File: src/rtl/seq_multiplier_n_if.sv
// Handshake bundle for seq_multiplier_n: operand channel, product channel and busy flag.
// The signed_op signal exists only when SIGNED_MODE_EN is defined.
interface seq_multiplier_n_if #(
  parameter int unsigned WIDTH = 4
);
  logic                 in_valid;
  logic                 in_ready;
  logic [WIDTH-1:0]     A;
  logic [WIDTH-1:0]     B;
`ifdef SIGNED_MODE_EN
  logic                 signed_op;
`endif
  logic                 out_valid;
  logic                 out_ready;
  logic [2*WIDTH-1:0]   P;
  logic                 busy;

  modport master (
`ifdef SIGNED_MODE_EN
    output signed_op,
`endif
    output in_valid, A, B, out_ready,
    input  in_ready, out_valid, P, busy
  );

  modport slave (
`ifdef SIGNED_MODE_EN
    input  signed_op,
`endif
    input  in_valid, A, B, out_ready,
    output in_ready, out_valid, P, busy
  );
endinterface

File: src/rtl/seq_multiplier_n.sv
// Sequential shift-add multiplier, one multiplier bit retired per clock, valid/ready on both sides.
// Optional macro SIGNED_MODE_EN adds two's-complement operation selected per transaction by signed_op.
module seq_multiplier_n #(
  parameter int unsigned WIDTH = 4
) (
  input  logic               clk,
  input  logic               rst,
  seq_multiplier_n_if.slave  bus
);
  localparam int unsigned PW = 2 * WIDTH;
  localparam int unsigned CW = $clog2(WIDTH);

  typedef enum logic [1:0] {
    S_IDLE,
    S_BUSY,
    S_DONE
  } state_t;

  state_t           r_state;
  state_t           w_next;
  logic [WIDTH-1:0] r_a;
  logic [WIDTH-1:0] r_b;
  logic [CW-1:0]    r_cnt;
  logic [PW-1:0]    r_acc;
  logic [PW-1:0]    r_p;
  logic             r_neg;

  logic             w_accept;
  logic             w_last;
  logic             w_out_hs;
  logic [PW-1:0]    w_a_shift;
  logic [PW-1:0]    w_acc_next;
  logic [WIDTH-1:0] w_a_mag;
  logic [WIDTH-1:0] w_b_mag;
  logic             w_neg_in;

  assign w_accept   = bus.in_valid && (r_state == S_IDLE);
  assign w_out_hs   = bus.out_ready && (r_state == S_DONE);
  assign w_last     = (r_cnt == CW'(WIDTH - 1));
  assign w_a_shift  = {{WIDTH{1'b0}}, r_a} << r_cnt;
  assign w_acc_next = r_b[r_cnt] ? (r_acc + w_a_shift) : r_acc;

  // Signed operands are reduced to magnitudes at accept; the sign is reapplied on the DONE load.
`ifdef SIGNED_MODE_EN
  logic w_a_neg;
  logic w_b_neg;
  assign w_a_neg  = bus.signed_op && bus.A[WIDTH-1];
  assign w_b_neg  = bus.signed_op && bus.B[WIDTH-1];
  assign w_a_mag  = w_a_neg ? -bus.A : bus.A;
  assign w_b_mag  = w_b_neg ? -bus.B : bus.B;
  assign w_neg_in = w_a_neg ^ w_b_neg;
`else
  assign w_a_mag  = bus.A;
  assign w_b_mag  = bus.B;
  assign w_neg_in = 1'b0;
`endif

  always_ff @(posedge clk) begin
    if (rst) r_state <= S_IDLE;
    else     r_state <= w_next;
  end

  always_comb begin
    w_next = r_state;
    case (r_state)
      S_IDLE:  if (w_accept) w_next = S_BUSY;
      S_BUSY:  if (w_last)   w_next = S_DONE;
      S_DONE:  if (w_out_hs) w_next = S_IDLE;
      default: w_next = S_IDLE;
    endcase
  end

  always_comb begin
    bus.in_ready  = (r_state == S_IDLE) && !rst;
    bus.busy      = (r_state == S_BUSY);
    bus.out_valid = (r_state == S_DONE);
    bus.P         = r_p;
  end

  always_ff @(posedge clk) begin
    if (rst) begin
      r_a   <= '0;
      r_b   <= '0;
      r_cnt <= '0;
      r_acc <= '0;
      r_p   <= '0;
      r_neg <= 1'b0;
    end else begin
      case (r_state)
        S_IDLE: begin
          if (w_accept) begin
            r_a   <= w_a_mag;
            r_b   <= w_b_mag;
            r_neg <= w_neg_in;
            r_acc <= '0;
            r_cnt <= '0;
          end
        end
        S_BUSY: begin
          r_acc <= w_acc_next;
          r_cnt <= r_cnt + CW'(1);
          if (w_last) r_p <= r_neg ? -w_acc_next : w_acc_next;
        end
        default: ;
      endcase
    end
  end
endmodule
File: src/flat_wrapper.sv
// flat-port wrapper written by rule: the top's interface ports become plain ports
module seq_multiplier_n_flat 
#(
  parameter int unsigned WIDTH = 4
)
  (clk, rst, bus_in_valid, bus_A, bus_B, bus_out_ready, bus_in_ready, bus_out_valid, bus_P, bus_busy);
  seq_multiplier_n_if #(.WIDTH(WIDTH)) bus_i ();
  input  logic clk;
  input  logic rst;
  input wire logic [$bits(bus_i.in_valid)-1:0] bus_in_valid;
  input wire logic [$bits(bus_i.A)-1:0] bus_A;
  input wire logic [$bits(bus_i.B)-1:0] bus_B;
  input wire logic [$bits(bus_i.out_ready)-1:0] bus_out_ready;
  output wire logic [$bits(bus_i.in_ready)-1:0] bus_in_ready;
  output wire logic [$bits(bus_i.out_valid)-1:0] bus_out_valid;
  output wire logic [$bits(bus_i.P)-1:0] bus_P;
  output wire logic [$bits(bus_i.busy)-1:0] bus_busy;
  assign bus_i.in_valid = bus_in_valid;
  assign bus_i.A = bus_A;
  assign bus_i.B = bus_B;
  assign bus_i.out_ready = bus_out_ready;
  assign bus_in_ready = bus_i.in_ready;
  assign bus_out_valid = bus_i.out_valid;
  assign bus_P = bus_i.P;
  assign bus_busy = bus_i.busy;
  seq_multiplier_n #(.WIDTH(WIDTH)) u_core (.clk(clk), .rst(rst), .bus(bus_i));
endmodule
File: config.mk
export PLATFORM = sky130hd
export DESIGN_NAME = seq_multiplier_n_flat
export DESIGN_NICKNAME = d
export VERILOG_FILES = /design/src/rtl/seq_multiplier_n_if.sv /design/src/rtl/seq_multiplier_n.sv /design/src/flat_wrapper.sv
export SDC_FILE = /design/constraint.sdc
export NUM_CORES = 1
export LEC_CHECK = 0
export ABC_AREA = 1
export BUFFER_PORTS_ARGS = -buffer_cell sky130_fd_sc_hd__buf_2
export CELL_PAD_IN_SITES_DETAIL_PLACEMENT = 1
export CELL_PAD_IN_SITES_GLOBAL_PLACEMENT = 2
export CORE_UTILIZATION = 31
export CTS_CLUSTER_DIAMETER = 120
export CTS_CLUSTER_SIZE = 40
export DETAILED_ROUTE_END_ITERATION = 7
export PLACE_DENSITY = 0.8
export SLEW_MARGIN = 25
export SYNTH_ARGS = -nofsm -noshare
export SYNTH_HDL_FRONTEND = slang
export SYNTH_SLANG_ARGS = --single-unit
File: constraint.sdc
create_clock -name clk -period 2.6 [get_ports clk]
set_input_delay 0.52 -clock clk [delete_from_list [all_inputs] [get_ports clk]]
set_output_delay 0.52 -clock clk [all_outputs]
set_load 0.005 [all_outputs]
==> flow_summary.ini, run 1 <==
[run_status]
outcome = complete, no violations

[route]
dr.max_layer_used = met4
first_pass_iters = 4
route.detailed.drc = 0
via_per_inst = 4.58
drt_wl_total_mm = 4.27
wl_per_cell_um = 12.7
postRouteAntennaNets = 0
drt_iter0_drc = 41
met3WireLength_um = 83
dr_total_vias = 1544
wl_met1_mm = 2.31
wl_met2_mm = 1.84

[cts]
cts_tree = built
clockBufferDepth = 2
holdBufCountCts = 0
clock_latency_ns = 0.27
cts_sinks = 28
cts_made_buffers = 3
cts-root-buf = clkbuf_8
postCtsSetupRepairBufs = 0
ctsResizeCount = 0
clk_pin_slew_worst_paths_ns = 0.10
htree_levels = 1

[power]
ir_worst_vdd_mv = 0.291
power.density_nw_per_um2 = 487
p_leak_nw = 0.917

[critical_path]
path_class = reg2reg
startpoint_type = flop
arrival_ns = 2.38
end_kind = flop
crit_path_max_incr_delay_ns = 0.41
cp.required_ns = 2.78
cp_top_family = simple AND/OR/NAND/NOR gates
cp_num_buf_inv = 4
cp_slowest_cell = fa_1
cp_max_fo = 7
crit_chain = inv_1 -> nand2_1 -> nor2_1 -> ha_1 -> inv_1 -> fa_1 -> inv_1 -> nand2_1 -> nand2_1 -> nand3_1 -> nand3_1 -> nand3_1 -> nand2_1 -> nand2_1 -> nand2_1 -> inv_1
crit_top_cell = nand2_1

[place]
placed_cells = 333
gp_congestion = 0.834
hpwl_mm = 3.45
port_buffers = 22

[logic_synthesis]
synth_cells = 244
synth_area_leaders = dfxtp_1, nand2_1, inv_1
syn_nets = 265
syn_area_per_cell_um2 = 6.83
synth.distinct_cells = 28
yosys.area.top_type = dfxtp_1
ys_warn_count = 0
netlist_area_um2 = 1670
yosysSeqAreaShare = 0.337
synth_top_cell_area_share = 0.337
ys_ff_latch = 28

[global_routing]
grt_start_max_net_pins = 17
grt_usage = 0.165
grt_pass1_vias = 1415
grt_antenna_before_repair = 0
overflow = 0
grt_pass1_wl_mm = 7.00

[run]
drv_cap = 0

[floorplan]
rows = 26
die-width_um = 75.3
die_h_um = 75.3
core-area_um2 = 5140
ios = 23
dieArea_um2 = 5670
initial_core_util = 0.324

[timing]
setup_viol = 0
finalCriticalPeriod_ns = 2.19
slew_headroom = 0.706
fmax_ghz = 0.456
finalHoldViolCount = 0
setup_tns_ns = 0
finalCritPeriodShare = 0.844
worst_slew_pin_slew_ns = 0.440
final.setup_skew_ns = 0.00215
rsz0062_at_grt = no
finalMaxSlewViolations = 0

[final_layout]
final_common_cell = nand2_1
antenna_cells = 0
nFillCells = 705
final_nets = 289
area_growth_pct = 14.7
drive_gt1_frac = 0.191
fin_cells = 337
final_cell_mix = nand2_1, inv_1, dfxtp_1

[worst_hold_path]
hp-class = reg2reg
## worst min-delay path: cells and delay by family (launching register included)
family,cells,cell delay [ns]
buf+inv,1,0.06
flops,1,0.31
compound gates,1,0.05
## report_power, final
group / total (mW) / switching [mW] / internal (mW)
combinational: 0.196 / 0.129 / 0.0669
sequential: 0.463 / 0.0157 / 0.447
clock: 0.271 / 0.136 / 0.136
## final timing paths
| check | startpoint | endpoint | slack (ns) | cells past startpoint |
|---|---|---|---|---|
| worst max-delay path | u_core.r_cnt[0] | u_core.bus.P[6] | 0.41 | 16 |
| worst max register to register | u_core.r_cnt[0] | u_core.bus.P[6] | 0.41 | 16 |
| worst min register to register | u_core.r_b[1] | u_core.r_b[1] | 0.46 | 2 |
| worst min-delay path | u_core.r_b[1] | u_core.r_b[1] | 0.46 | 2 |
## cell families (layout without fill, tap and decap cells)
kind of cell / count (synthesis) / after routing / synth area share
muxes: 3 / 3 / 0.0180
buffers and inverters: 43 / 66 / 0.103
AOI/OAI and AO/OA: 48 / 48 / 0.176
and+or+nand+nor: 112 / 112 / 0.289
xor gates and xnor gates: 1 / 1 / 0.00526
adders and majority gates: 9 / 9 / 0.0721
DFF: 28 / 28 / 0.337
## routing by layer
layer  GRT usage  up-vias
li1            -      824
met1       0.250      700
met2       0.247       16
met3      0.0238        4
met4      0.0370        0
met5           0        -
## cell usage after synthesis
library cell / number
a211oi_1: 1
a21oi_1: 14
a21oi_2: 4
buf_2: 3
buf_4: 1
clkbuf_1: 2
dfxtp_1: 28
fa_1: 1
ha_1: 8
inv_1: 31
inv_2: 5
inv_4: 1
mux2i_1: 3
nand2_1: 61
nand2_2: 3
nand2_4: 1
nand3_1: 15
nor2_1: 24
nor2_2: 1
nor2_4: 2
nor3_1: 2
o21a_1: 2
o21ai_0: 17
o21ai_2: 4
o21bai_1: 6
or2_1: 2
or2_2: 1
xor2_1: 1
## stage by stage
step                       util  hold slack (ns)  total power [mW]  worst slack [ns]  instance area, um2
after floorplan               -            0.429             0.612             0.606                1670
after global placement    0.361            0.457             0.668             0.388                1860
after detailed placement  0.361            0.459             0.671             0.375                1860
after CTS                 0.372            0.476             0.945             0.363                1910
after global routing      0.372            0.499             0.991             0.131                1910
final                     0.372            0.464             0.930             0.406                1910
## cell type report
type                            instances  area [um2]  area share
Clock buffer                            4        55.1      0.0288
Tap cell                               70        87.6      0.0458
Multi-Input combinational cell        173         933       0.489
Timing Repair Buffer                   25         133      0.0694
Sequential cell                        28         561       0.293
Inverter                               37         141      0.0740
## registers in the layout, summed over array words and instances (netlist names)
register / cells
u_core.r_a: 4
u_core.bus.P: 8
u_core.r_cnt: 2
u_core.r_acc: 8
u_core.r_b: 4
u_core.r_state: 2
No activity file was read; power rests on OpenSTA's default activity.
==> inputs of run 2 (changes only) <==
Settings changed: CORE_UTILIZATION 31 to 28, PLACE_DENSITY 0.8 to 0.76.
Clock period 2.6 ns to 1.8 ns, I/O delays scaled along.
==> run 2 against run 1 <==
  * Cell count up 5.6%
  * Maximum frequency up 10%
  * The run now ends with negative setup slack left
  * Clock-buffer cell count down 1
  * Critical endpoint is now u_core.r_acc[4]
  * Non-clock buffer count up 18
  * Sequential share of layout area down 3.6 points
==> flow_summary.ini, run 2 (same netlist as run 1, synthesis figures left out) <==
[run_status]
outcome = finished with violations
failed_checks = negative setup slack

[critical_path]
cp_max_fo = 4
startpoint_type = flop
cp.required_ns = 2.02
ff2ff_setup_slack_ns = -0.19
arrival_ns = 2.21
cp_slowest_cell = dfxtp_4
end_kind = flop
cp_top_family = flip-flops
cp_num_buf_inv = 4
crit_path_max_incr_delay_ns = 0.41
path_class = reg2reg
crit_chain = inv_4 -> buf_6 -> nand2_4 -> o21ai_2 -> mux2i_1 -> ha_1 -> buf_4 -> inv_1 -> nand2_1 -> nand3_2 -> nand2_2 -> o21ai_2 -> nand2_1 -> a21oi_2

[floorplan]
core-area_um2 = 5610
ios = 23
die-width_um = 79.1
dieArea_um2 = 6260
rows = 27
die_h_um = 79.1
initial_core_util = 0.297

[route]
wl_per_cell_um = 12.4
route.detailed.drc = 0
drt_iter0_drc = 33
dr_total_vias = 1618
postRouteAntennaNets = 0
drt_wl_total_mm = 4.42
first_pass_iters = 4
via_per_inst = 4.54

[worst_hold_path]
hp-class = in2reg

[final_layout]
antenna_cells = 0
area_growth_pct = 32.2
stdcell_area_um2 = 2200
drive_gt1_frac = 0.377
fin_cells = 356
final_nets = 307
final_cell_mix = nand2_1, inv_1, dfxtp_1
final_common_cell = nand2_1

[cts]
htree_levels = 1
cts_made_buffers = 3
cts-root-buf = clkbuf_8
cts_sinks = 28
clock_latency_ns = 0.28
holdBufCountCts = 0
cts_tree = built
clk_pin_slew_worst_paths_ns = 0.09
clockBufferDepth = 2

[timing]
final.setup_skew_ns = 0.00383
postLayoutSetupSlackWorst_ns = -0.194
finalCritPeriodShare = 1.11
slew_headroom = 0.711
finalHoldViolCount = 0
setup_viol = 12
worst_slew_pin_slew_ns = 0.434
hold_slack_ns = 0.333
finalMaxSlewViolations = 0
rsz0062_at_grt = yes
finalCriticalPeriod_ns = 1.99
fmax_ghz = 0.501

[global_routing]
grt_pass1_wl_mm = 7.29
grt_start_max_net_pins = 17
grt_pass1_vias = 1588
grt_usage = 0.150
grt_antenna_before_repair = 0
overflow = 0

[power]
power.density_nw_per_um2 = 633
power_mw = 1.39
ir_worst_vdd_mv = 0.290
p_leak_nw = 1.01

[place]
hpwl_mm = 3.40
port_buffers = 22
placed_cells = 349
place_area_um2 = 1980
gp_congestion = 0.775

[run]
drv_cap = 0
-- run 2: cell types whose count changed in the layout (fill, tap and decap cells not counted), moves of 3 or more --
cell     before  now
o21ai_0      17   14
nand2_2       3    9
a21oi_1      14    8
nand3_1      15    5
a21oi_2       4   10
nand2_1      61   54
buf_4         3   20
nand3_2       0   10
inv_1        31   28
o21ai_2       4    7
-- run 2: timing repair --
action / 4_1_cts / 5_1_grt
buffers inserted: 3 / 1
gates cloned: 0 / 0
resized for setup: 25 / 13
endpoints found under the setup margin: 12 / 14
pin swaps: 13 / 17
-- run 2: routing by layer --
metal,share of wire,vias to the layer above,track usage
met2,0.46,17,0.243
met3,0.021,4,0.0207
li1,-,859,-
met5,0,-,0
met4,0.0070,0,0.0382
met1,0.51,738,0.207
-- run 2: final timing paths --
kind / end / startpoint / cells past startpoint
worst max-delay path: u_core.r_acc[4] / u_core.r_cnt[0] / 14
worst min-delay path: u_core.r_a[1] / bus_A[1] / 3
worst max register to register: u_core.r_acc[4] / u_core.r_cnt[0] / 14
worst min register to register: u_core.r_b[3] / u_core.r_b[3] / 2
-- run 2: stage by stage --
| step | worst slack (ns) | util | TNS (ns) |
|---|---|---|---|
| 2_1_floorplan | -0.0494 | - | -0.317 |
| 3_3_place_gp | -0.306 | 0.354 | -2.00 |
| 3_5_place_dp | -0.277 | 0.354 | -1.95 |
| 4_1_cts | -0.168 | 0.382 | -1.28 |
| 5_1_grt | -0.350 | 0.392 | -3.09 |
| 6_report | -0.194 | 0.392 | -1.47 |
-- run 2: where the power goes --
group | switching [mW] | total (mW) | internal, mW
registers | 0.0272 | 0.673 | 0.646
clock network | 0.194 | 0.344 | 0.151
logic | 0.220 | 0.375 | 0.154
total | 0.441 | 1.39 | 0.951
-- run 2: area by class of cell --
class                   instances  area [um2]
flip-flops and latches         28         566
clock buffers                   3        41.3
well taps                      72        90.1
fillers                       731        3410
multi-input cells             173        1090
inverters                      37         144
repair buffers                 43         272
-- run 2: worst min-delay path, delay by kind of cell --
family | cells | cell delay, ns
buffers and inverters | 1 | 0.07
AO/OA/AOI/OAI | 1 | 0.07
AND/OR/NAND/NOR | 1 | 0.07
==> inputs of run 3 (changes only) <==
Settings changed: SETUP_SLACK_MARGIN set to 0.15.
==> run 3 against run 2 <==
  * The run still ends with negative setup slack left
  * Wire length rose by 0.95%
  * Hold slack lost 0.0021 ns
  * Combinational power rose by 6.1%
  * Cell count grew 1.7%
  * Die area unchanged
  * Sequential share of layout area shrank 0.52 points
  * First-iteration DRC count is 58% higher
  * Final area grew 2.7%
  * Worst setup slack improved by 0.037 ns
  * Largest cell class unchanged
  * Largest power group unchanged
==> flow_summary.ini, run 3 (same netlist as run 1, synthesis figures left out) <==
[run_status]
outcome = finished with violations
failed_checks = negative setup slack

[route]
drt_iter0_drc = 52
route.detailed.drc = 0
wl_per_cell_um = 12.3
dr_total_vias = 1634
first_pass_iters = 4
drt_wl_total_mm = 4.47
via_per_inst = 4.51
postRouteAntennaNets = 0

[floorplan]
dieArea_um2 = 6260
initial_core_util = 0.297
die_h_um = 79.1
core-area_um2 = 5610
die-width_um = 79.1
ios = 23
rows = 27

[worst_hold_path]
hp-class = in2reg
hp-start = bus_A[1]
holdPathStages = 3
hold_end = u_core.r_a[1]

[run]
drv_cap = 0

[place]
gp_congestion = 0.774
post-place-ws_ns = -0.324
hpwl_mm = 3.45
port_buffers = 22

[cts]
clockBufferDepth = 2
holdBufCountCts = 0
cts_made_buffers = 3
htree_levels = 1
cts_sinks = 28
cts_tree = built
clock_latency_ns = 0.28
cts-root-buf = clkbuf_8
clk_pin_slew_worst_paths_ns = 0.10

[timing]
finalCriticalPeriod_ns = 1.96
finalHoldViolCount = 0
worst_slew_pin_slew_ns = 0.435
postLayoutSetupSlackWorst_ns = -0.157
slew_headroom = 0.709
fmax_ghz = 0.511
rsz0062_at_grt = yes
final.setup_skew_ns = 0.00264
finalMaxSlewViolations = 0
setup_viol = 12
finalCritPeriodShare = 1.09

[critical_path]
cp.required_ns = 1.99
cp_max_fo = 6
r2r_cells = 16
r2r_start = u_core.r_cnt[0]
r2r_end = u_core.bus.P[6]
path_class = reg2reg
ff2ff_setup_slack_ns = -0.16
cp_slowest_cell = dfxtp_4
crit_path_max_incr_delay_ns = 0.39
startpoint_type = flop
end_kind = flop
crit_chain = inv_4 -> nand2_2 -> nor2_2 -> ha_2 -> inv_2 -> fa_2 -> inv_2 -> nand2_2 -> nand2_4 -> nand3_2 -> nand3_2 -> nand3_2 -> nand2_2 -> nand2_1 -> nand2_1 -> inv_1
arrival_ns = 2.14

[power]
power.density_nw_per_um2 = 649
p_leak_nw = 1.04
ir_worst_vdd_mv = 0.317

[final_layout]
drive_gt1_frac = 0.400
fin_util = 0.403
final_common_cell = nand2_1
area_growth_pct = 35.8
final_nets = 312
antenna_cells = 0
nFillCells = 763
final_cell_mix = nand2_1, inv_1, buf_4, dfxtp_1, buf_2

[global_routing]
grt_pass1_vias = 1572
grt_antenna_before_repair = 0
grt_start_max_net_pins = 17
grt_pass1_wl_mm = 7.34
overflow = 0
grt_usage = 0.151
[run 3: cell types whose count changed in the layout (fill, tap and decap cells not counted), sizes merged]
cell,previous run,this run
buf,43,48
clkbuf,3,4
[run 3: worst max path at each step]
stage / to / startpoint / slack (ns) / cells after the start
after CTS: u_core.bus.P[5] / u_core.r_cnt[0] / -0.15 / 12
after global placement: u_core.bus.P[7] / u_core.r_cnt[0] / -0.30 / 13
after floorplan: u_core.bus.P[7] / u_core.r_cnt[0] / -0.05 / 14
after detailed placement: u_core.bus.P[7] / u_core.r_cnt[0] / -0.32 / 13
final: u_core.bus.P[6] / u_core.r_cnt[0] / -0.16 / 16
after global routing: u_core.bus.P[6] / u_core.r_cnt[0] / -0.28 / 16
[run 3: cell type report]
type | instances | area [um2] | area share
Multi-Input combinational cell | 173 | 1090 | 0.484
Tap cell | 72 | 90.1 | 0.0398
Sequential cell | 28 | 569 | 0.252
Timing Repair Buffer | 48 | 309 | 0.137
Clock buffer | 4 | 55.1 | 0.0243
Inverter | 37 | 144 | 0.0636
[run 3: repair_timing]
item / 4_1_cts / 5_1_grt
resized for setup: 32 / 11
pin swaps: 18 / 11
endpoints found under the setup margin: 14 / 15
buffers inserted: 7 / 3
[run 3: where the power goes]
part           leakage (nW)  internal, mW  total, mW  switching, mW
Clock                0.0288         0.196      0.397          0.201
Combinational         0.780         0.172      0.398          0.226
Sequential            0.230         0.646      0.673         0.0272
Total                  1.04          1.01       1.47          0.454
[run 3: critical path, delay by kind of cell (launching register included)]
family	cells	cell delay [ns]
DFF	1	0.39
buffers and inverters	4	0.25
and+or+nand+nor	10	0.67
adders and majority gates	2	0.56
[run 3: per-layer routing]
metal | vias to the layer above | track usage | wire, um
li1 | 861 | - | -
met1 | 753 | 0.213 | 2330
met2 | 16 | 0.239 | 2010
met3 | 4 | 0.0207 | 97
met4 | 0 | 0.0418 | 37
met5 | - | 0 | 0
[run 3: stage by stage]
stage	std cells	setup TNS [ns]	hold slack, ns	cell area (um2)	total power, mW
2_1_floorplan	244	-0.306	0.429	1690	0.895
3_3_place_gp	348	-1.90	0.451	1980	1.00
3_5_place_dp	348	-2.18	0.457	1980	1.00
4_1_cts	359	-1.45	0.330	2200	1.47
5_1_grt	362	-2.76	0.330	2260	1.55
6_report	362	-1.35	0.331	2260	1.47
